`src/rtl/demux_sched_pkg.sv`:
```
// demux_sched_pkg: shared state type, default sizes and one-hot helper for the demux scheduler
package demux_sched_pkg;
  typedef enum logic {IDLE, SEND} state_t;
  localparam int N_OUT_DEF = 8;
  localparam int DW_DEF = 8;
  function automatic logic [31:0] onehot(input int unsigned s);
    return 32'd1 << s;
  endfunction
endpackage

```
`src/rtl/demux_rr_sched_rr_pick.sv`:
```
// rr_pick: first set bit of mask at or after ptr, searching circularly
module rr_pick #(
  parameter int N = 8,
  parameter int SELW = $clog2(N)
) (
  input  logic [N-1:0]    mask,
  input  logic [SELW-1:0] ptr,
  output logic [SELW-1:0] idx,
  output logic            any
);
  localparam logic [SELW:0] NW = (SELW+1)'(N);
  logic [N-1:0] rot;
  logic [SELW:0] off, sum;
  always_comb begin
    rot = N'({mask, mask} >> ptr);
    off = '0;
    for (int i = N-1; i >= 0; i--) if (rot[i]) off = (SELW+1)'(i);
    sum = {1'b0, ptr} + off;
    idx = (sum >= NW) ? SELW'(sum - NW) : SELW'(sum);
    any = |mask;
  end
endmodule

```
`src/rtl/demux_rr_sched.sv`:
```
// demux_rr_sched: registers input words and steers a one-hot valid to one consumer (round-robin or directed)
module demux_rr_sched
  import demux_sched_pkg::*;
#(
  parameter int N_OUT = N_OUT_DEF,
  parameter int DW = DW_DEF,
  parameter int SELW = $clog2(N_OUT),
  parameter int TIMEOUT = 255
) (
  input  logic             clk,
  input  logic             rst,
  input  logic             en,
  input  logic             mode,
  input  logic [N_OUT-1:0] chan_mask,
  input  logic             in_valid,
  input  logic [DW-1:0]    in_data,
  input  logic [SELW-1:0]  in_dest,
  output logic             in_ready,
  output logic [N_OUT-1:0] out_valid,
  output logic [DW-1:0]    out_data,
  input  logic [N_OUT-1:0] out_ready,
  output logic [SELW-1:0]  sel,
  output logic             busy,
  output logic [7:0]       drop_cnt,
  output logic             stall_err,
  input  logic             clr_err
);
  localparam logic [15:0] TO = 16'(TIMEOUT);
  state_t state_q, state_d;
  logic [N_OUT-1:0] out_valid_q, out_valid_d;
  logic [DW-1:0] out_data_q, out_data_d;
  logic [SELW-1:0] sel_q, sel_d, rr_ptr_q, rr_ptr_d, rr_idx, tgt;
  logic [7:0] drop_cnt_q, drop_cnt_d;
  logic [15:0] stall_cnt_q, stall_cnt_d;
  logic stall_err_q, stall_err_d;
  logic rr_any, done, load_ok, dest_ok, tgt_ok, acc, load, drop, stalled;

  rr_pick #(.N(N_OUT), .SELW(SELW)) u_pick (
    .mask(chan_mask),
    .ptr (rr_ptr_q),
    .idx (rr_idx),
    .any (rr_any)
  );

  always_comb begin
    busy = state_q == SEND;
    done = busy & out_ready[sel_q];
    load_ok = en & (!busy | done);
    dest_ok = ({1'b0, in_dest} < (SELW+1)'(N_OUT)) && chan_mask[in_dest];
    tgt = mode ? in_dest : rr_idx;
    tgt_ok = mode ? dest_ok : rr_any;
    // directed words with a bad destination are still accepted so they can be dropped
    in_ready = load_ok & (mode | rr_any) & !rst;
    acc = in_valid & in_ready;
    load = acc & tgt_ok;
    drop = acc & !tgt_ok;
    stalled = busy & !out_ready[sel_q];
    state_d = load ? SEND : done ? IDLE : state_q;
    out_valid_d = load ? N_OUT'(onehot(32'(tgt))) : done ? '0 : out_valid_q;
    out_data_d = load ? in_data : out_data_q;
    sel_d = load ? tgt : sel_q;
    rr_ptr_d = (load & !mode) ? ((tgt == SELW'(N_OUT-1)) ? '0 : tgt + 1'b1) : rr_ptr_q;
    stall_cnt_d = !stalled ? '0 : (stall_cnt_q == TO) ? stall_cnt_q : stall_cnt_q + 16'd1;
    stall_err_d = clr_err ? 1'b0 : (stalled && stall_cnt_d == TO) ? 1'b1 : stall_err_q;
    drop_cnt_d = clr_err ? {7'd0, drop} : (drop && drop_cnt_q != 8'hFF) ? drop_cnt_q + 8'd1 : drop_cnt_q;
  end

  always_ff @(posedge clk or posedge rst) begin
    if (rst) begin
      state_q <= IDLE;
      out_valid_q <= '0;
      out_data_q <= '0;
      sel_q <= '0;
      rr_ptr_q <= '0;
      drop_cnt_q <= '0;
      stall_cnt_q <= '0;
      stall_err_q <= 1'b0;
    end else begin
      state_q <= state_d;
      out_valid_q <= out_valid_d;
      out_data_q <= out_data_d;
      sel_q <= sel_d;
      rr_ptr_q <= rr_ptr_d;
      drop_cnt_q <= drop_cnt_d;
      stall_cnt_q <= stall_cnt_d;
      stall_err_q <= stall_err_d;
    end
  end

  assign out_valid = out_valid_q;
  assign out_data = out_data_q;
  assign sel = sel_q;
  assign drop_cnt = drop_cnt_q;
  assign stall_err = stall_err_q;
endmodule

```
`config.mk`:
```
export PLATFORM = sky130hd
export DESIGN_NAME = demux_rr_sched
export DESIGN_NICKNAME = d
export VERILOG_FILES = /design/src/rtl/demux_sched_pkg.sv /design/src/rtl/demux_rr_sched_rr_pick.sv /design/src/rtl/demux_rr_sched.sv
export SDC_FILE = /design/constraint.sdc
export NUM_CORES = 1
export LEC_CHECK = 0
export ABC_AREA = 0
export BUFFER_PORTS_ARGS = -buffer_cell sky130_fd_sc_hd__buf_2
export CAP_MARGIN = 20
export CELL_PAD_IN_SITES_DETAIL_PLACEMENT = 1
export CELL_PAD_IN_SITES_GLOBAL_PLACEMENT = 1
export CORE_MARGIN = 4
export CORE_UTILIZATION = 46
export DETAILED_ROUTE_END_ITERATION = 16
export PLACE_DENSITY_LB_ADDON = 0.1
export SKIP_CTS_REPAIR_TIMING = 1
export SYNTH_ARGS = -nofsm -noshare
export SYNTH_HDL_FRONTEND = slang
export SYNTH_SLANG_ARGS = --single-unit
```
`constraint.sdc`:
```
create_clock -name clk -period 7.75 [get_ports clk]
set_clock_uncertainty 0.05 [all_clocks]
set_input_delay 0.3875 -clock clk [delete_from_list [all_inputs] [get_ports clk]]
set_output_delay 0.3875 -clock clk [all_outputs]
set_load 0.02 [all_outputs]
```
# Word-level counts from Yosys, hierarchy flattened

Index checks and enable logic that the tools add are counted.

Input port bits: 33
Output and inout bits: 30
Register bits after elaboration: 48

Bitwise logic cells: 11
Equal/unequal tests: 4
Add/sub/neg operators: 5
Mux-type cells: 26
Order comparisons: 3
Reduce and logical (&&, ||, !) cells: 11
Shift operators: 2

Operators with widths:

| kind                  | count |
|---|---|
| $mux 3                | 11 |
| $eq 16x8->1 const B   | 2 |
| $mux 16               | 2 |
| $mux 8                | 4 |
| $add 16x1->16 const B | 1 |
| $shr 16x3->8          | 1 |
| $and 1x1->1           | 9 |
| $add 8x1->8 const B   | 1 |
| $lt 3x4->1 const B    | 2 |
| $ne 8x8->1 const B    | 1 |
| $reduce_or 8->1       | 1 |
| $shl 1x3->8 const A   | 1 |
| $mux 1                | 7 |
| $bmux 1 s3            | 2 |
| $reduce_bool 2->1     | 3 |
| $logic_not 1->1       | 5 |
| $add 3x3->4           | 1 |
| $ge 4x4->1 const B    | 1 |
| $add 3x1->3 const B   | 1 |
| $eq 3x3->1 const B    | 1 |
| $sub 3x1->3 const B   | 1 |
| $logic_and 1x1->1     | 2 |
| $or 1x1->1            | 2 |

# Logic depth before layout (Yosys ltp)

Depth after elaboration: 15
Gate-level depth with buffers: 19

# Hierarchy

Synthesis repeated with hierarchy kept, for this count alone.

Cell total of the unflattened synthesis: 296
Area, all modules: 3124.2 sq um

By module, submodules not included:

| module         | seq. area each (sq um) | instances | cells an instance | area each (sq um) |
|---|---|---|---|---|
| demux_rr_sched | 1201.2                 | 1         | 254               | 2646.3 |
| rr_pick        | 0.0                    | 1         | 42                | 478.0 |

# Worst setup path before layout

Ideal clock, no wire load.

Path kind: register to register
From: register rr_ptr_q[0]
To: register rr_ptr_q[2]
Data arrival time: 3729 ps
Setup time: 144 ps
Period minus slack after synthesis: 3923 ps
Data required time: 7556 ps
Cell stages (with the launch flop): 19
Setup slack: 3827 ps
Buffers on the path: 1
Cell sequence: dfrtp_1 > clkbuf_1 > mux4_2 > nor2b_1 > o21ai_0 > a21oi_1 > o21ai_0 > o21ai_0 > ha_1 > inv_1 > fa_1 > nor2_1 > a21oi_1 > inv_1 > ha_1 > xnor2_1 > or2_2 > a31oi_1 > a21oi_1

Word-level cells in the longest chain between the ends: 15
Elaborated cells on any way between the ends: 17
Those cells by class: add/sub (3); order compare (1); eq/ne (1); shift (1); mux (11)

Ends and longest elaborated chain:

| item                                             | line                         | text |
|---|---|---|
| start, declared                                  | demux_rr_sched.sv:32         | `logic [SELW-1:0] sel_q, sel_d, rr_ptr_q, rr_ptr_d, rr_idx, tgt;` |
| start signal, assigned                           | demux_rr_sched.sv:83         | `rr_ptr_q <= rr_ptr_d;` |
| $shr 16x3->8                                     | demux_rr_sched_rr_pick.sv:15 | `rot = N'({mask, mask} >> ptr);` |
| $mux 3 (8 in a row)                              | demux_rr_sched_rr_pick.sv:17 | `for (int i = N-1; i >= 0; i--) if (rot[i]) off = (SELW+1)'(i);` |
| $add 3x3->4 *                                    | demux_rr_sched_rr_pick.sv:18 | `sum = {1'b0, ptr} + off;` |
| $ge 4x4->1 / $sub 3x1->3 (equally long branches) | demux_rr_sched_rr_pick.sv:19 | `idx = (sum >= NW) ? SELW'(sum - NW) : SELW'(sum);` |
| $mux 3 *                                         | demux_rr_sched_rr_pick.sv:19 |  |
| $mux 3 *                                         | demux_rr_sched.sv:50         | `tgt = mode ? in_dest : rr_idx;` |
| via tgt[1]                                       | demux_rr_sched.sv:32         |  |
| $add 3x1->3 / $eq 3x3->1 (equally long branches) | demux_rr_sched.sv:62         | `rr_ptr_d = (load & !mode) ? ((tgt == SELW'(N_OUT-1)) ? '0 : tgt + 1'b1) : rr_ptr_q;` |
| $mux 3 *                                         | demux_rr_sched.sv:62         |  |

Mark *: on every way through the listed nets, which the timed path passes. The rest lies on a longest branch.
A chain may end at the register's enable or synchronous reset.

# Worst setup path in the final report

From: register rr_ptr_q[1]
To: register rr_ptr_q[2]

The elaborated chain is that of the path after synthesis.

==> flow_summary.toml <==
[synth]
synth_cells = 352
synthTopCellsByArea = "dfrtp_1 (37%), nand2_1 (5.7%), mux4_2 (5.5%)"
yosysTopAreaCell = "dfrtp_1"
syn_nets = 393
synth-edff-count = 0
synthDistinctLibCells = 61
async_flop_share = 1.00
yosys.area.top_type_share = 0.365
ys_ff_latch = 48
synth_ff_type = "dfrtp_1"
avgSynthCellArea_sq_um = 9.35
syn_area_sq_um = 3290
yosys_warnings = 0
ys_seq_area_frac = 0.365

[cts]
cts_made_buffers = 5
cts_tree = "yes"
worstSkewPairLatency_ns = 0.30
clock_sinks = 48
clock_path_buffers = 2
cts_root_buffer = "clkbuf_8"
path_clk_slew_ns = 0.10
h-tree-depth = 2

[grt]
track_usage = 0.217
antenna_found_initial = 0
grt_max_degree = 50
overflow = 0
grt_pass1_wl_mm = 15.1
grt_pass1_vias = 3089

[setup_path]
r2r_start = "rr_ptr_q[1]$_DFFE_PP0P_"
reg2reg_to = "rr_ptr_q[2]$_DFFE_PP0P_"
worstSetupPathType = "flip-flop to flip-flop"
rrSetupSlack_ns = 3.38
end_kind = "flip-flop"
required_ns = 7.86
reg2reg_depth = 17
cp_max_fo = 17
crit_path_start_kind = "flip-flop"
worstPathArrival_ns = 4.48

[detailed_routing]
wl_per_cell_um = 17.4
drt_pass1_iterations = 4
drtAntennaViolNets = 0
drt_wl_total_mm = 8.81
dr.first_iter.drc_count = 89
drc_errors = 0
viasPerCell = 5.86
vias = 2969

[die]
start_util = 0.479
coreArea_sq_um = 6870
die-area_sq_um = 8570
rows = 30
die-height_um = 92.6
io_pins = 63
dieWidth_um = 92.6

[cells_and_area]
seq_area_sq_um = 1200
n_antenna_cell = 0
drive_gt1_frac = 0.255
layout_commonest_cell = "buf_2"
nFillCells = 845
area_delta_synth_final_pct = 14.5
final_cell_mix = "buf_2 (62), nand2_1 (50), dfrtp_1 (48), nor2_1 (33)"
nets = 451
multiInputGateArea_sq_um = 1970

[timing]
tightest_slew_ns = 0.800
tns_ns = 0
hold_violations = 0
slew_violations = 0
max_freq_mhz = 229
fin_ws_ns = 3.38
rsz0062_at_grt = "false"
setup_viol = 0
fin_crit_ns = 4.37
relSlewSlack = 0.463
fin_crit_sh = 0.564

[worst_hold_path]
hold_path_class = "input pin to asynchronous set/reset pin"

[power]
leakage_nw = 1.67
ir_drop_mv = 0.230
powerDensity_nw_per_um2 = 273

[flow_run]
maxCapViolations = 0

[place]
place_hpwl_mm = 6.60
place_congestion = 0.804
port_buffers = 62
dp_slack_ns = 3.44

[run_status]
outcome = "complete, no violations"
==> worst max-delay path, cell delays in order, from the launching register on <==
cell and delay, ns:
dfrtp_1 0.76, mux2_2 0.44, mux2i_1 0.25, o21ai_0 0.16
a21oi_1 0.23, o211ai_1 0.10, o21ai_0 0.10, ha_1 0.18
inv_1 0.05, fa_1 0.47, nor2_1 0.04, a21oi_1 0.31
inv_1 0.12, ha_1 0.26, xnor2_1 0.18, or2_2 0.29
a31oi_1 0.17, a21oi_1 0.06
==> cell type report <==
cell class	count	area share
multi-input combinational	274	0.523
inverter	17	0.0169
timing repair buffer	64	0.0863
clock inverter	2	0.00432
sequential	48	0.319
tap	96	0.0319
clock buffer	6	0.0193
==> where the power goes <==
group | leakage, nW | total [mW] | switching, mW | internal [mW]
Sequential | 0.645 | 0.375 | 0.0756 | 0.299
Combinational | 0.985 | 0.499 | 0.293 | 0.207
Clock | 0.0414 | 0.156 | 0.0914 | 0.0645
Total | 1.67 | 1.03 | 0.460 | 0.570
==> synthesized netlist by cell type, types with 6 or more instances <==
master    count
nor4_1        6
nand4_1       6
clkbuf_1      7
dfrtp_1      48
mux4_2        8
mux2i_1      11
o21ai_0      16
ha_1          7
nand3_1      11
a21oi_1      11
nor3_1        9
inv_1        17
nor2_1       33
nand2_1      50
xor2_1        9
mux2_2        8
xnor2_1       6
buf_2         6
==> worst max-delay path by stage <==
stage                             from                       to  slack [ns]  cells after the start
2_1_floorplan  rr_ptr_q[0]$_DFFE_PP0P_  rr_ptr_q[2]$_DFFE_PP0P_        3.83                     18
3_3_place_gp   rr_ptr_q[1]$_DFFE_PP0P_  rr_ptr_q[2]$_DFFE_PP0P_        3.70                     17
3_5_place_dp   rr_ptr_q[1]$_DFFE_PP0P_  rr_ptr_q[2]$_DFFE_PP0P_        3.44                     17
4_1_cts        rr_ptr_q[1]$_DFFE_PP0P_  rr_ptr_q[2]$_DFFE_PP0P_        3.45                     17
5_1_grt        rr_ptr_q[1]$_DFFE_PP0P_  rr_ptr_q[2]$_DFFE_PP0P_        3.03                     17
6_report       rr_ptr_q[1]$_DFFE_PP0P_  rr_ptr_q[2]$_DFFE_PP0P_        3.38                     17
==> layer usage <==
metal,wire length [um],global-route usage
met5,0,0
met4,109,0.0569
met3,346,0.0390
met2,4350,0.359
met1,4010,0.292
==> kinds of logic after synthesis <==
| family | after synthesis | share of synthesized area |
|---|---|---|
| flops | 48 | 0.365 |
| xor+xnor | 15 | 0.0399 |
| fa+ha+maj | 8 | 0.0327 |
| buf+inv | 30 | 0.0365 |
| simple gates | 158 | 0.254 |
| compound gates | 66 | 0.156 |
| mux | 27 | 0.116 |
==> registers in the layout (all words and copies together), names as in the netlist <==
signal,cells
sel,3
rr_ptr_q,3
stall_cnt_q,16
stall_err,1
busy,1
out_data,8
out_valid,8
drop_cnt,8
==> stage by stage <==
step,instances,utilization,hold slack [ns],cell area (sq um),power (mW)
floorplan,352,-,0.443,3290,0.729
global placement,499,0.536,0.406,3680,0.853
detailed placement,499,0.536,0.408,3680,0.876
CTS,507,0.549,0.208,3770,1.03
global route,507,0.549,0.213,3770,1.10
finish,507,0.549,0.191,3770,1.03
Note: power is estimated with default switching activity, not from simulation.
